===== src/rtl/mux_cfg_chain_ctrl_if.sv =====
// Configuration-chain handshake bundle between a bitstream source and mux_cfg_chain_ctrl.
// TOTAL must equal NUM_MUX*SRAM_W of the attached controller.
interface mux_cfg_chain_ctrl_if #(
    parameter int TOTAL = 24
);
    logic             cfg_start;
    logic             cfg_din;
    logic             cfg_valid;
    logic             cfg_ready;
    logic             cfg_done;
    logic             cfg_err;
    logic             ccff_tail;
    logic [TOTAL-1:0] sram;
    logic [TOTAL-1:0] sram_inv;

    modport master (
        output cfg_start, cfg_din, cfg_valid,
        input  cfg_ready, cfg_done, cfg_err, ccff_tail, sram, sram_inv
    );

    modport slave (
        input  cfg_start, cfg_din, cfg_valid,
        output cfg_ready, cfg_done, cfg_err, ccff_tail, sram, sram_inv
    );
endinterface


===== src/rtl/mux_cfg_chain_ctrl.sv =====
// Serial configuration loader: shifts a TOTAL-bit frame in, then commits it atomically
// to a shadow register that drives the mux select lines.
module mux_cfg_chain_ctrl #(
    parameter int NUM_MUX = 4,
    parameter int SRAM_W  = 6
) (
    input  logic                 prog_clk,
    input  logic                 pReset,
    mux_cfg_chain_ctrl_if.slave  cfg
);
    localparam int TOTAL = NUM_MUX * SRAM_W;
    localparam int CNT_W = $clog2(TOTAL + 1);

    localparam logic [1:0] IDLE   = 2'd0;
    localparam logic [1:0] LOAD   = 2'd1;
    localparam logic [1:0] COMMIT = 2'd2;
    localparam logic [1:0] DONE   = 2'd3;

    logic [1:0]       state_reg, state_next;
    logic [CNT_W-1:0] cnt_reg, cnt_next;
    logic [TOTAL-1:0] sr_reg, sr_next;
    logic [TOTAL-1:0] sh_reg, sh_next;
    logic             err_reg, err_next;

    always_comb begin
        state_next = state_reg;
        cnt_next   = cnt_reg;
        sr_next    = sr_reg;
        sh_next    = sh_reg;
        err_next   = err_reg;
        case (state_reg)
            IDLE, DONE: begin
                // A start beats a stray valid in the same cycle, so the error clear wins.
                if (cfg.cfg_start) begin
                    state_next = LOAD;
                    cnt_next   = '0;
                    err_next   = 1'b0;
                end else if (cfg.cfg_valid) begin
                    err_next = 1'b1;
                end
            end
            LOAD: begin
                if (cfg.cfg_start) begin
                    cnt_next = '0;
                    err_next = 1'b1;
                end else if (cfg.cfg_valid) begin
                    sr_next  = {sr_reg[TOTAL-2:0], cfg.cfg_din};
                    cnt_next = cnt_reg + CNT_W'(1);
                    if (cnt_reg == CNT_W'(TOTAL - 1))
                        state_next = COMMIT;
                end
            end
            COMMIT: begin
                sh_next    = sr_reg;
                state_next = DONE;
                if (cfg.cfg_start || cfg.cfg_valid)
                    err_next = 1'b1;
            end
            default: state_next = IDLE;
        endcase
    end

    always_ff @(posedge prog_clk) begin
        if (pReset) begin
            state_reg <= IDLE;
            cnt_reg   <= '0;
            sr_reg    <= '0;
            sh_reg    <= '0;
            err_reg   <= 1'b0;
        end else begin
            state_reg <= state_next;
            cnt_reg   <= cnt_next;
            sr_reg    <= sr_next;
            sh_reg    <= sh_next;
            err_reg   <= err_next;
        end
    end

    assign cfg.cfg_ready = (state_reg == LOAD);
    assign cfg.cfg_done  = (state_reg == DONE);
    assign cfg.cfg_err   = err_reg;
    assign cfg.ccff_tail = sr_reg[TOTAL-1];

    // The shadow only changes in COMMIT, so each mux sees a glitch-free select during loading.
    genvar gi;
    generate
        for (gi = 0; gi < NUM_MUX; gi++) begin : g_mux
            assign cfg.sram[gi*SRAM_W +: SRAM_W]     = sh_reg[gi*SRAM_W +: SRAM_W];
            assign cfg.sram_inv[gi*SRAM_W +: SRAM_W] = ~sh_reg[gi*SRAM_W +: SRAM_W];
        end
    endgenerate
endmodule


===== src/flat_wrapper.sv =====
// flat-port wrapper written by rule: the top's interface ports become plain ports
module mux_cfg_chain_ctrl_flat 
#(
    parameter int NUM_MUX = 4,
    parameter int SRAM_W  = 6
)
  (prog_clk, pReset, cfg_cfg_start, cfg_cfg_din, cfg_cfg_valid, cfg_cfg_ready, cfg_cfg_done, cfg_cfg_err, cfg_ccff_tail, cfg_sram, cfg_sram_inv);
  mux_cfg_chain_ctrl_if #(.TOTAL((NUM_MUX * SRAM_W))) cfg_i ();
  input  logic prog_clk;
  input  logic pReset;
  input wire logic [$bits(cfg_i.cfg_start)-1:0] cfg_cfg_start;
  input wire logic [$bits(cfg_i.cfg_din)-1:0] cfg_cfg_din;
  input wire logic [$bits(cfg_i.cfg_valid)-1:0] cfg_cfg_valid;
  output wire logic [$bits(cfg_i.cfg_ready)-1:0] cfg_cfg_ready;
  output wire logic [$bits(cfg_i.cfg_done)-1:0] cfg_cfg_done;
  output wire logic [$bits(cfg_i.cfg_err)-1:0] cfg_cfg_err;
  output wire logic [$bits(cfg_i.ccff_tail)-1:0] cfg_ccff_tail;
  output wire logic [$bits(cfg_i.sram)-1:0] cfg_sram;
  output wire logic [$bits(cfg_i.sram_inv)-1:0] cfg_sram_inv;
  assign cfg_i.cfg_start = cfg_cfg_start;
  assign cfg_i.cfg_din = cfg_cfg_din;
  assign cfg_i.cfg_valid = cfg_cfg_valid;
  assign cfg_cfg_ready = cfg_i.cfg_ready;
  assign cfg_cfg_done = cfg_i.cfg_done;
  assign cfg_cfg_err = cfg_i.cfg_err;
  assign cfg_ccff_tail = cfg_i.ccff_tail;
  assign cfg_sram = cfg_i.sram;
  assign cfg_sram_inv = cfg_i.sram_inv;
  mux_cfg_chain_ctrl #(.NUM_MUX(NUM_MUX), .SRAM_W(SRAM_W)) u_core (.prog_clk(prog_clk), .pReset(pReset), .cfg(cfg_i));
endmodule

===== config.mk =====
export PLATFORM = sky130hd
export DESIGN_NAME = mux_cfg_chain_ctrl_flat
export DESIGN_NICKNAME = d
export VERILOG_FILES = /design/src/rtl/mux_cfg_chain_ctrl_if.sv /design/src/rtl/mux_cfg_chain_ctrl.sv /design/src/flat_wrapper.sv
export SDC_FILE = /design/constraint.sdc
export NUM_CORES = 1
export LEC_CHECK = 0
export ABC_AREA = 1
export BUFFER_PORTS_ARGS = -buffer_cell sky130_fd_sc_hd__buf_4
export CORE_MARGIN = 1.5
export CORE_UTILIZATION = 52
export CTS_BUF_LIST = sky130_fd_sc_hd__clkbuf_8 sky130_fd_sc_hd__clkbuf_16
export DETAILED_ROUTE_END_ITERATION = 7
export PLACE_DENSITY = 0.78
export REMOVE_ABC_BUFFERS = 1
export SLEW_MARGIN = 5
export SYNTH_ARGS = -nofsm -noshare
export SYNTH_HDL_FRONTEND = slang
export SYNTH_SLANG_ARGS = --single-unit
export TNS_END_PERCENT = 1

===== constraint.sdc =====
create_clock -name prog_clk -period 1.6 [get_ports prog_clk]
set_input_delay 0.24 -clock prog_clk [delete_from_list [all_inputs] [get_ports prog_clk]]
set_output_delay 0.24 -clock prog_clk [all_outputs]
set_load 0.05 [all_outputs]

==> out/results.tsv <==
metric	value	unit
clk_lat worst skew	0.30	ns
Critical Path Source Type	register	
port bufs	56	
chip height	69.4	um
met2 wire length	2100	um
Tot Pwr	6.09	mW
Max Slew Vio Count	0	
Final #Nets	352	
Root Driver	clkbuf_8	
most frequent cells in the layout	59 x buf_4, 58 x inv_1, 55 x dfxtp_1, 54 x a21oi_1, 43 x o21ai_0	
Max FO, Critical Path	9	
Clock Path Buffers	2	
Reg clk slew, reported paths	0.09	ns
Initial Utilization	55.7	%
Crit path largest cell delay	0.35	ns
Num CTS Buffers	5	
die area	4820	um2
Rel. slew slack	74.5	%
FP Rows	23	
Hold Buf Count CTS	0	
post-synthesis sequential area ratio	48.9	%
critical path required time	1.36	ns
CP cell instances	inv_1 > ha_2 > buf_4	
Via Count	1915	
Unique masters post-synth	23	
Worst Tran Pin Value	0.382	ns
CP max-delay cell	dfxtp_1	
I/O pin count	57	
vias per inst	4.87	
core area	4120	um2
initial DRC count	104	
unrepaired setup endpoints after global routing	false	
Fin. Hold Viols	0	
Final Setup Violations	0	
clk sinks	56	
outcome	finished, final reports clean	
leak pwr	1.20	nW
Arrival @ worst endpoint	1.28	ns
met1 wire length	2000	um
ratio of cells with drive above 1 in the final layout	23.3	%
Mapped Avg Cell Area	7.88	um2
Tcrit/Tclk final	94.9	%
top post-synthesis cells by area	dfxtp_1 49%, a21oi_1 12%, inv_1 9.7%	
Post-DP HPWL	2980	um
met3 WL post-DR	209	um
drt total wl	4350	um
commonest non-fill, non-tap cell in the layout	buf_4	
router iterations before antenna repair	4	
first-pass GRT wire length	7150	um
largest net degree at the start of global routing	44	
CTS tree	yes	
# DRC	0	
Yosys top cell area share	48.9	%
Tightest Hold Check Type	primary input to register	
Worst IR Drop VDD	972	uV
pwr dens	2150	nW/um2
FF+latch count, synth	56	
fin util	68.8	%
mapped cell area	2290	um2
Crit Path Class	register to output pin	
setup total negative slack	0	ns
H-tree depth	2	
Die X	69.4	um
P&R area growth vs syn	23.5	%
initial antenna violation count	0	
vias in the first global route	1670	
Final min period	1.52	ns
wire per inst	11.1	um
Max Fclk	0.658	GHz
leading area contributor after synthesis	dfxtp_1	
Critical Path End Type	output pin	
grt ovf	0	
Routability Congestion	0.854	
Max-Cap Viols	0	
# diodes	0	
# fillers	337	
Yosys warnings	0	
Overall Global Routing Usage	17.8	%
Final Skew	0.00230	ns
DR top layer	met4	
post-route ant nets	0	
Synth Instances	291	
## cell type report
| type | count | area, um2 | share of cell area [%] |
|---|---|---|---|
| clock buffers | 6 | 82.6 | 2.92 |
| inverters | 61 | 230 | 8.13 |
| well taps | 50 | 62.6 | 2.21 |
| clock inverters | 2 | 38.8 | 1.37 |
| multi-input cells | 158 | 832 | 29.4 |
| repair buffers | 60 | 463 | 16.3 |
| flip-flops and latches | 56 | 1120 | 39.6 |
## power by group
group / switching [mW] / internal (mW) / leakage, nW
logic: 2.32 / 0.897 / 0.681
registers: 0.199 / 1.71 / 0.456
clock network: 0.449 / 0.512 / 0.0614
total: 2.97 / 3.12 / 1.20
## path summary, 6_finish.rpt
check                                                       from                              to  cells past startpoint  slack, ns
worst max-delay path            u_core.state_reg[1]$_SDFFE_PP0P_                   cfg_cfg_ready                      3       0.08
worst min-delay path                                      pReset  u_core.cnt_reg[1]$_SDFFE_PP0P_                      2       0.18
worst max register to register  u_core.state_reg[0]$_SDFFE_PP0P_  u_core.cnt_reg[4]$_SDFFE_PP0P_                     11       0.11
worst min register to register    u_core.sr_reg[13]$_SDFFE_PP0P_  u_core.sr_reg[13]$_SDFFE_PP0P_                      2       0.47
## Yosys cell counts
| library cell | count |
|---|---|
| nor2_1 | 8 |
| clkbuf_1 | 6 |
| ha_1 | 5 |
| a21oi_2 | 1 |
| nor2_8 | 1 |
| a21oi_1 | 54 |
| buf_1 | 1 |
| nand3_1 | 9 |
| nor2_4 | 1 |
| nand2_1 | 28 |
| o21bai_1 | 1 |
| buf_4 | 1 |
| o21ai_0 | 43 |
| dfxtp_1 | 56 |
| buf_2 | 2 |
| buf_6 | 6 |
| nand2_4 | 2 |
| o21ai_1 | 3 |
| nand2_2 | 1 |
| inv_1 | 59 |
| clkinv_2 | 1 |
| inv_2 | 1 |
| nand3_2 | 1 |
## cell families (layout without fill, tap and decap cells)
family	after synthesis	in the layout	synth area share, %
adders and majority gates	5	5	2.73
AOI/OAI and AO/OA	102	102	22.5
buffers and inverters	77	129	14.9
and+or+nand+nor	51	51	10.9
DFF	56	56	48.9
## per-stage QoR
stage | area (um2) | instances | hold WS [ns] | worst slack, ns
finish | 2830 | 393 | 0.178 | 0.0814
global route | 2830 | 393 | 0.166 | 0.000716
CTS | 2830 | 393 | 0.169 | 0.00472
detailed placement | 2710 | 385 | 0.457 | 0.0111
global placement | 2710 | 385 | 0.451 | 0.104
floorplan | 2180 | 275 | 0.309 | -0.209
## worst max-delay path, delay by kind of cell, from the launching register on
kind / cells / cell delay [ns]
adders and majority gates: 1 / 0.29
buffers and inverters: 2 / 0.33
DFF: 1 / 0.35
## routing by layer
| layer | vias up | track usage (%) |
|---|---|---|
| met5 | - | 0 |
| met4 | 0 | 5.66 |
| met3 | 4 | 4.65 |
| met2 | 45 | 29.8 |
| met1 | 847 | 22.3 |
| li1 | 1019 | - |
## timing repair
item                       CTS  global route
gates resized for setup      1             2
pin swaps                    0             0
setup buffers                0             0
setup endpoints to repair    2             4
Power figures use the tool's default switching activity.
